[src/rtl/cache_mem_arbiter.sv]
// Two-requester (I-cache / D-cache) refill arbiter in front of a single DRAM read port.
// Round-robin tie-break, per-request WAIT timeout, and every output registered.
module cache_mem_arbiter #(
    parameter int LineSize       = 128,
    parameter int ByteOffsetBits = 4,
    parameter int TimeoutCycles  = 255
) (
    input  logic                clk_i,
    input  logic                rst_i,
    input  logic                req0_read_en_i,
    input  logic [31:0]         req0_addr_i,
    output logic                req0_read_valid_o,
    output logic [LineSize-1:0] req0_read_data_o,
    input  logic                req1_read_en_i,
    input  logic [31:0]         req1_addr_i,
    output logic                req1_read_valid_o,
    output logic [LineSize-1:0] req1_read_data_o,
    output logic                mem_read_en_o,
    output logic [31:0]         mem_addr_o,
    input  logic                mem_read_valid_i,
    input  logic [LineSize-1:0] mem_read_data_i,
    output logic [1:0]          grant_o,
    output logic                busy_o,
    output logic                timeout_o
);

    typedef enum logic [1:0] {IDLE, WAIT, DONE} state_t;

    localparam logic [31:0] LineMask = ~((32'd1 << ByteOffsetBits) - 32'd1);
    localparam logic [7:0]  CntLast  = 8'(TimeoutCycles - 1);

    state_t      state;
    logic [7:0]  cnt;
    logic        owner;       // 0 = req0, 1 = req1
    logic        last_grant;
    logic        win;
    logic [31:0] win_addr;

    // req1 wins when it is the only requester, or on a tie when req0 was served last.
    always_comb begin
        win      = req1_read_en_i & (~req0_read_en_i | ~last_grant);
        win_addr = win ? req1_addr_i : req0_addr_i;
    end

    always_ff @(posedge clk_i or posedge rst_i) begin
        if (rst_i) begin
            state             <= IDLE;
            cnt               <= '0;
            owner             <= 1'b0;
            last_grant        <= 1'b1;
            mem_read_en_o     <= 1'b0;
            mem_addr_o        <= '0;
            req0_read_valid_o <= 1'b0;
            req1_read_valid_o <= 1'b0;
            req0_read_data_o  <= '0;
            req1_read_data_o  <= '0;
            grant_o           <= 2'b00;
            busy_o            <= 1'b0;
            timeout_o         <= 1'b0;
        end else begin
            req0_read_valid_o <= 1'b0;
            req1_read_valid_o <= 1'b0;
            case (state)
                IDLE: begin
                    if (req0_read_en_i | req1_read_en_i) begin
                        owner         <= win;
                        grant_o       <= win ? 2'b10 : 2'b01;
                        mem_addr_o    <= win_addr & LineMask;
                        mem_read_en_o <= 1'b1;
                        cnt           <= '0;
                        busy_o        <= 1'b1;
                        state         <= WAIT;
                    end
                end
                WAIT: begin
                    // DRAM valid takes priority over a timeout landing on the same edge.
                    if (mem_read_valid_i) begin
                        if (owner) begin
                            req1_read_data_o  <= mem_read_data_i;
                            req1_read_valid_o <= 1'b1;
                        end else begin
                            req0_read_data_o  <= mem_read_data_i;
                            req0_read_valid_o <= 1'b1;
                        end
                        mem_read_en_o <= 1'b0;
                        state         <= DONE;
                    end else if (cnt == CntLast) begin
                        cnt           <= cnt + 8'd1;
                        timeout_o     <= 1'b1;
                        mem_read_en_o <= 1'b0;
                        grant_o       <= 2'b00;
                        busy_o        <= 1'b0;
                        state         <= IDLE;
                    end else begin
                        cnt <= cnt + 8'd1;
                    end
                end
                DONE: begin
                    last_grant <= owner;
                    grant_o    <= 2'b00;
                    busy_o     <= 1'b0;
                    state      <= IDLE;
                end
                default: state <= IDLE;
            endcase
        end
    end

endmodule

[config.mk]
export PLATFORM = sky130hd
export DESIGN_NAME = cache_mem_arbiter
export DESIGN_NICKNAME = d
export VERILOG_FILES = /design/src/rtl/cache_mem_arbiter.sv
export SDC_FILE = /design/constraint.sdc
export NUM_CORES = 1
export LEC_CHECK = 0
export CAP_MARGIN = 20
export CORE_ASPECT_RATIO = 1.1
export CORE_MARGIN = 5
export CORE_UTILIZATION = 30
export CTS_CLUSTER_DIAMETER = 150
export CTS_CLUSTER_SIZE = 12
export DETAILED_ROUTE_END_ITERATION = 12
export PLACE_DENSITY_LB_ADDON = 0.2
export SETUP_SLACK_MARGIN = 0.4
export SLEW_MARGIN = 20
export SYNTH_ARGS = -nofsm -noshare
export SYNTH_HDL_FRONTEND = slang
export SYNTH_SLANG_ARGS = --single-unit
[constraint.sdc]
create_clock -name clk_i -period 13.8 [get_ports clk_i]
set_input_delay 1.38 -clock clk_i [delete_from_list [all_inputs] [get_ports clk_i]]
set_output_delay 1.38 -clock clk_i [all_outputs]
set_load 0.005 [all_outputs]
==> flow_summary.ini, run 1 <==
[worst_setup_path]
crit_type = input pin to register
cpMostUsedCell = nand2_1
end_kind = register
crit_end = req0_read_data_o[52]
r2r_end = req0_read_data_o[52]
r2r-start = state[1]
startpoint_type = input pin
cp.depth = 7
slowest_delay_ps = 840
worst-path-max-fanout = 73
r2r_slack_ps = 10300
worstPathRequired_ps = 14280
crit_arrival_ps = 4370
crit_chain = clkdlybuf4s50_1 -> nand2_1 -> or2_4 -> inv_4 -> buf_4 -> nand2_1 -> nand2_1
cp_top_family = buffers and inverters
worst-r2r-cell-count = 8
critPathSlowestCell = buf_4
critical_path.startpoint = mem_read_valid_i
path_buf_inv = 3

[sta]
hold_viol_final = 0
grt_setup_unrepaired = false
relSlewSlack = 0.2726
worst_slew_pin_slew_ps = 1091
slew_viol_final = 0
setup_violations = 0
post-route-period-util = 0.2819
fin_crit_ps = 3890
fmax_ghz = 0.2570
fin_skew_ps = 19.76
fin_setup_tns_ps = 0

[clock_tree]
cts_made_buffers = 29
ctsLongestPathBuffers = 3
cts-root-buf = clkbuf_16
cts_tree = built
clock_latency_ps = 560
clk_pin_slew_ps = 60
htreeDepth = 1
post_cts_resize_count = 0
cts_hold_buf = 0
clock-sinks = 303
post-cts-setup-buffer-count = 0

[place]
port_buffers = 479
dp_hpwl_mm = 26.43
dp_cells = 1975
place.gp.congestion = 0.8077
place_area_mm2 = 0.01712

[finish]
final_cell_count_no_fill = 2017
layout_commonest_cell = clkdlybuf4s50_1
nFillCells = 3696
postLayoutCellArea_mm2 = 0.01790
final_cell_mix = clkdlybuf4s50_1 (479), nand2_1 (420), dfrtp_1 (302), mux2_2 (121), o21ai_0 (34)
syn2layout_area_growth_pct = 50.35
layout-drive-gt1-share = 0.1166
final_net_count = 1702

[global_routing]
grt_pass1_wl_mm = 57.26
gr-total-overflow = 0
grtUsageTotal = 0.1651
grt_antenna_before_repair = 2
grt_pass1_vias = 9652
grt_start_max_net_pins = 92

[die]
io_pins = 492
die_y_um = 219.0
initial_core_util = 0.3040
design.core.area_mm2 = 0.03918
die_x_um = 200.0
die_area_mm2 = 0.04379
rows = 76

[logic_synthesis]
synth_seq_area_share = 0.6368
async_flop_share = 1.000
synth.area.top_cells = dfrtp_1 (63%), nand2_1 (13%), mux2_2 (11%), mux2i_1 (2.4%), buf_4 (1.5%)
ys_ff_latch = 303
synth_area_per_cell_um2 = 11.52
synth_top_area_frac = 0.6346
synth_cells = 1034
synth_cell_types = 43
synth_top_flop_cell = dfrtp_1
syn_area_mm2 = 0.01191
yosys_warnings = 0
yosysTopAreaCell = dfrtp_1
synth_edf_count = 0

[detailed_routing]
first_pass_iters = 4
route.detailed.drc = 0
wl_mm = 37.48
ant_nets = 0
num_vias = 9093
viasPerCell = 4.508
wl_per_cell_um = 18.58
drtIter0Drc = 298

[flow_run]
maxCapViolations = 0

[hold_path]
hold_class = register to register
holdPathStages = 1

[status]
status = finished, final reports clean

[power]
p_per_area_mw_per_mm2 = 219.3
max-vdd-ir-drop_v = 0.0001234
p_leak_nw = 8.086
-- state kept, by name (all words and copies together) (netlist names), 2 cells and up --
register,count
cnt,8
grant_o,2
mem_addr_o,28
req0_read_data_o,128
req1_read_data_o,128
state,2
-- where the power goes --
| group | switching [mW] | leakage [nW] | total [mW] | internal, mW |
|---|---|---|---|---|
| Combinational | 0.666 | 3.98 | 1.69 | 1.02 |
| Sequential | 0.217 | 3.73 | 1.52 | 1.31 |
| Clock | 0.332 | 0.376 | 0.714 | 0.382 |
-- stage by stage --
stage | hold WS, ps | utilization | setup WS, ps | power [mW]
floorplan | 466.3 | - | 4047 | 2.151
global placement | 456.2 | 0.4369 | 9153 | 3.231
detailed placement | 461.0 | 0.4369 | 9152 | 3.258
CTS | 476.5 | 0.4568 | 9731 | 4.001
global route | 495.5 | 0.4570 | 9605 | 4.202
finish | 471.4 | 0.4570 | 9910 | 3.926
-- worst register-to-register path: stages (launching register included) --
cell     delay, ps
dfrtp_1        420
inv_1           90
ha_1           550
nand2_1        190
or2_4          500
inv_4          590
buf_4          840
nand2_1        150
nand2_1         90
-- layout make-up --
class | instances | area [µm²] | area share
Inverter | 7 | 37.54 | 0.002096
Timing Repair Buffer | 488 | 4870 | 0.2720
Multi-Input combinational cell | 670 | 3999 | 0.2233
Antenna cell | 1 | 2.502 | 0.0001398
Tap cell | 507 | 634.4 | 0.03543
Clock buffer | 40 | 767.0 | 0.04284
Clock inverter | 1 | 11.26 | 0.0006289
Sequential cell | 303 | 7584 | 0.4235
-- Yosys cell counts, drive strengths merged (3+ instances only) --
| cell | count |
|---|---|
| nand2 | 420 |
| nor2 | 9 |
| inv | 7 |
| o21ai | 35 |
| ha | 6 |
| buf | 50 |
| a22o | 3 |
| mux2i | 28 |
| clkbuf | 7 |
| mux2 | 130 |
| nand3 | 6 |
| dfrtp | 302 |
-- logic make-up (layout without fill, tap and decap cells) --
group           after synthesis  after routing  synth area share
compound gates               54             54           0.03047
xor+xnor                      3              3          0.002207
fa+ha+maj                     6              6          0.006304
buf+inv                      64            536           0.03047
flops                       303            303            0.6368
mux                         158            158            0.1465
other cells                   1              5         0.0003149
simple gates                445            445            0.1470
-- metal layers --
metal	track usage	wire length, µm	share of wire	vias to the layer above
li1	-	-	-	4281
met5	0	11	0.00029	-
met3	0.05389	3439	0.092	64
met1	0.2026	14660	0.39	4408
met2	0.2777	18270	0.49	338
met4	0.04846	1098	0.029	2
-- worst min path at each step --
stage | to | slack, ps | start
global placement | req0_read_data_o[103] | 460 | req0_read_data_o[103]
detailed placement | req0_read_data_o[66] | 460 | req0_read_data_o[66]
finish | timeout_o | 470 | timeout_o
CTS | req0_read_data_o[66] | 480 | req0_read_data_o[66]
floorplan | timeout_o | 470 | timeout_o
global route | req0_read_data_o[66] | 500 | req0_read_data_o[66]
Note: power is estimated with default switching activity, not from simulation.
==> run 2, diff against run 1 <==
Clock period 13.8 ns to 3.7 ns, I/O delays scaled along.
==> flow_summary.ini, run 2 (synthesized netlist as in run 1, its figures left out) <==
[status]
status = finished, final reports clean

[worst_setup_path]
startpoint_type = register
crit_type = register to register
crit_chain = inv_1 -> ha_1 -> nand2_1 -> or2_4 -> inv_4 -> buf_12 -> nand2_1 -> nand2_1
cpMostUsedCell = nand2_1
critPathSlowestCell = ha_1
crit_arrival_ps = 3040
slowest_delay_ps = 540
worst-path-max-fanout = 55
end_kind = register
worstPathRequired_ps = 4180

[clock_tree]
cts-root-buf = clkbuf_16
clk_pin_slew_ps = 70
cts_tree = built
htreeDepth = 1
post_cts_resize_count = 0
clock_latency_ps = 560
cts_hold_buf = 0
cts_made_buffers = 29
clock-sinks = 303
ctsLongestPathBuffers = 3
post-cts-setup-buffer-count = 0

[power]
p_seq_frac = 0.388
power_frac_comb = 0.432
p_leak_nw = 8.170
intPower_mw = 10.16
swShare = 0.3079
power.switching_mw = 4.520
clockPowerShare = 0.180
p_per_area_mw_per_mm2 = 812.1
max-vdd-ir-drop_v = 0.0004602

[sta]
hold_viol_final = 0
grt_setup_unrepaired = false
fin_setup_tns_ps = 0
setup_violations = 0
fmax_ghz = 0.3904
fin_skew_ps = 16.11
worst_slew_pin_slew_ps = 850.1
fin_crit_ps = 2562
slew_viol_final = 0
relSlewSlack = 0.4321
post-route-period-util = 0.6923

[finish]
layout-drive-gt1-share = 0.1237
final_cell_count_no_fill = 2027
layout_commonest_cell = clkdlybuf4s50_1
top_regs = req0_read_data_o (128), req1_read_data_o (128), mem_addr_o (28)
final_net_count = 1713
syn2layout_area_growth_pct = 51.81
final_cell_mix = clkdlybuf4s50_1 (479), nand2_1 (420), dfrtp_1 (302), mux2_2 (121), o21ai_0 (34)
diodes = 0

[place]
dp_cells = 1986
port_buffers = 479
dp_hpwl_mm = 27.12
place.gp.congestion = 0.7760

[global_routing]
grt_pass1_vias = 9559
grt_pass1_wl_mm = 56.57
grt_antenna_before_repair = 0
gr-total-overflow = 0
grt_start_max_net_pins = 129
grtUsageTotal = 0.1642

[detailed_routing]
first_pass_iters = 5
route.detailed.drc = 0
wl_mm = 37.47
num_vias = 9060
wl_per_cell_um = 18.49
ant_nets = 0
drtIter0Drc = 251
viasPerCell = 4.470

[die]
die_area_mm2 = 0.04379
design.core.area_mm2 = 0.03918
io_pins = 492
rows = 76
die_y_um = 219.0
die_x_um = 200.0
initial_core_util = 0.3040

[hold_path]
hold_class = input pin to async pin

[flow_run]
maxCapViolations = 0
==> run 2: changes by cell type in the layout (fill, tap and decap cells not counted), sizes merged <==
cell      delta
diode        -1
clkbuf       -1
clkinvlp     +1
buf         +11
==> run 2: layout make-up <==
type	count	area [µm²]
well taps	507	634.4
fillers	3718	21100
multi-input cells	670	3999
clock inverters	2	20.02
repair buffers	499	5045
flip-flops and latches	303	7584
clock buffers	39	763.2
inverters	7	33.78
==> run 2: path summary, 6_finish.rpt <==
check | from | to | slack (ps) | cells past startpoint
setup / recovery | state[1] | req0_read_data_o[38] | 1140 | 8
hold / removal | rst_i | req0_read_data_o[30] | 330 | 2
setup reg to reg | state[1] | req0_read_data_o[38] | 1140 | 8
hold reg to reg | req0_read_data_o[12] | req0_read_data_o[12] | 470 | 2
max in group asynchronous | rst_i | req1_read_data_o[76] | 2450 | 3
min in group clk_i | mem_read_data_i[30] | req0_read_data_o[30] | 360 | 3
==> run 2: critical path: cells and delay by family, from the launching register on <==
| family | cells | cell delay [ps] |
|---|---|---|
| flops | 1 | 420 |
| simple gates | 4 | 680 |
| fa+ha+maj | 1 | 540 |
| buf+inv | 3 | 760 |
==> run 2: routing by layer <==
layer	track usage	vias to the layer above	wire length [µm]
li1	-	4292	-
met1	0.1957	4407	14480
met2	0.2835	313	18770
met3	0.05481	48	3250
met4	0.04506	0	981
met5	0	-	0
==> run 2: per-stage QoR <==
step	setup slack [ps]	util	hold slack, ps	area (µm²)	total power [mW]
after floorplan	-698.2	-	466.3	11920	8.024
after global placement	1084	0.4415	457.2	17300	12.11
after detailed placement	1038	0.4415	461.1	17300	12.22
after CTS	1086	0.4615	321.1	18080	14.98
after global routing	892.2	0.4615	359.3	18080	15.71
final	1138	0.4615	327.4	18080	14.68
==> run 2: power by group through the flow <==
| stage | clock [mW] | combinational [mW] | sequential (mW) |
|---|---|---|---|
| floorplan | 0 | 2.20 | 5.82 |
| global placement | 0 | 6.42 | 5.69 |
| detailed placement | 0 | 6.48 | 5.74 |
| CTS | 2.77 | 6.50 | 5.71 |
| global route | 2.88 | 6.91 | 5.91 |
| finish | 2.65 | 6.35 | 5.69 |
==> run 3, diff against run 2 <==
Clock period 3.7 ns to 2.5 ns, I/O delays scaled along.
==> flow_summary.ini, run 3 (synthesized netlist as in run 1, its figures left out) <==
[status]
status = finished, final reports clean

[hold_path]
hold_class = input pin to async pin

[finish]
final_net_count = 1718
final_cell_mix = clkdlybuf4s50_1 (479), nand2_1 (420), dfrtp_1 (302), mux2_2 (121), o21ai_0 (34)
syn2layout_area_growth_pct = 52.40
top_regs = req0_read_data_o (128), req1_read_data_o (128), mem_addr_o (28)
postLayoutCellArea_mm2 = 0.01815
layout-drive-gt1-share = 0.1279
final_cell_count_no_fill = 2033
layout_commonest_cell = clkdlybuf4s50_1
postLayoutCoreUtil = 0.4632

[place]
dp_slack_ps = 299.3
place.gp.congestion = 0.7719
place_area_mm2 = 0.01735
dp_cells = 1990
port_buffers = 479
dp_hpwl_mm = 27.05

[sta]
fin_crit_ps = 1990
post-route-period-util = 0.7960
relSlewSlack = 0.4513
fin_skew_ps = 12.13
fin_setup_tns_ps = 0
worst_slew_pin_slew_ps = 823.1
worst_slack_ps = 510.0
slew_viol_final = 0
grt_setup_unrepaired = false
fmax_ghz = 0.5025
hold_viol_final = 0
holdWs_ps = 31.20
setup_violations = 0

[power]
p_seq_frac = 0.387
max-vdd-ir-drop_v = 0.0007120
power.switching_mw = 6.694
power_frac_comb = 0.433
p_leak_nw = 8.202
swShare = 0.3072
p_per_area_mw_per_mm2 = 1201
clockPowerShare = 0.180
finalPower_mw = 21.79
intPower_mw = 15.10

[global_routing]
grt_pass1_wl_mm = 56.68
grt_antenna_before_repair = 1
gr-total-overflow = 0
grt_start_max_net_pins = 129
grtUsageTotal = 0.1629
grt_pass1_vias = 9537

[die]
die_x_um = 200.0
rows = 76
design.core.area_mm2 = 0.03918
die_y_um = 219.0
die_area_mm2 = 0.04379
io_pins = 492
initial_core_util = 0.3040

[detailed_routing]
drtIter0Drc = 324
num_vias = 9066
wl_per_cell_um = 18.28
wl_mm = 37.16
first_pass_iters = 4
route.detailed.drc = 0
ant_nets = 0
viasPerCell = 4.459

[clock_tree]
cts-root-buf = clkbuf_16
clk_pin_slew_ps = 70
cts_tree = built
clock_latency_ps = 550
ctsLongestPathBuffers = 3
clock-sinks = 303
cts_hold_buf = 0
cts_made_buffers = 29
htreeDepth = 1

[worst_setup_path]
worstPathRequired_ps = 2940
startpoint_type = register
crit_type = register to register
crit_arrival_ps = 2430
end_kind = register
worst-path-max-fanout = 128

[flow_run]
maxCapViolations = 0
==> run 3: worst max-delay path, cell delays in order, from the launching register on <==
cell	delay, ps
dfrtp_1	430
inv_1	110
ha_2	210
nand2_1	100
or2_4	280
buf_12	210
nand2_1	210
nand2_1	70
==> run 3: repair_timing <==
action / 4_1_cts / 5_1_grt
endpoints found under the setup margin: 0 / 4
setup buffers: 0 / 1
resized for setup: 0 / 2
==> run 3: per-layer routing <==
layer / vias up / wire length, µm / global-route usage
met2: 315 / 18390 / 0.2753
met4: 0 / 933 / 0.04688
li1: 4312 / - / -
met5: - / 0 / 0
met1: 4388 / 14370 / 0.1961
met3: 51 / 3462 / 0.05788
==> run 3: worst paths after layout <==
check	depth (start not counted)	slack (ps)	endpoint	startpoint
setup / recovery	7	510	req0_read_data_o[30]	state[1]
hold / removal	2	30	req1_read_data_o[39]	rst_i
setup reg to reg	7	510	req0_read_data_o[30]	state[1]
hold reg to reg	1	460	timeout_o	timeout_o
max in group asynchronous	3	1620	req0_read_data_o[65]	rst_i
min in group clk_i	3	240	req0_read_data_o[112]	mem_read_data_i[112]
==> run 3: power by group through the flow <==
stage                     clock network (mW)  registers [mW]  logic (mW)
after floorplan                            0            8.62        3.26
after global placement                     0            8.41        9.56
after detailed placement                   0            8.50        9.61
after CTS                               4.10            8.46        9.65
after global routing                    4.29            8.76        10.3
final                                   3.92            8.42        9.44
==> run 3: layout make-up <==
cell class,instances,area (µm²)
diodes,1,2.502
clock inverters,2,20.02
multi-input cells,670,4004
repair buffers,504,5107
inverters,7,33.78
clock buffers,39,763.2
flip-flops and latches,303,7584
well taps,507,634.4
fillers,3694,21030
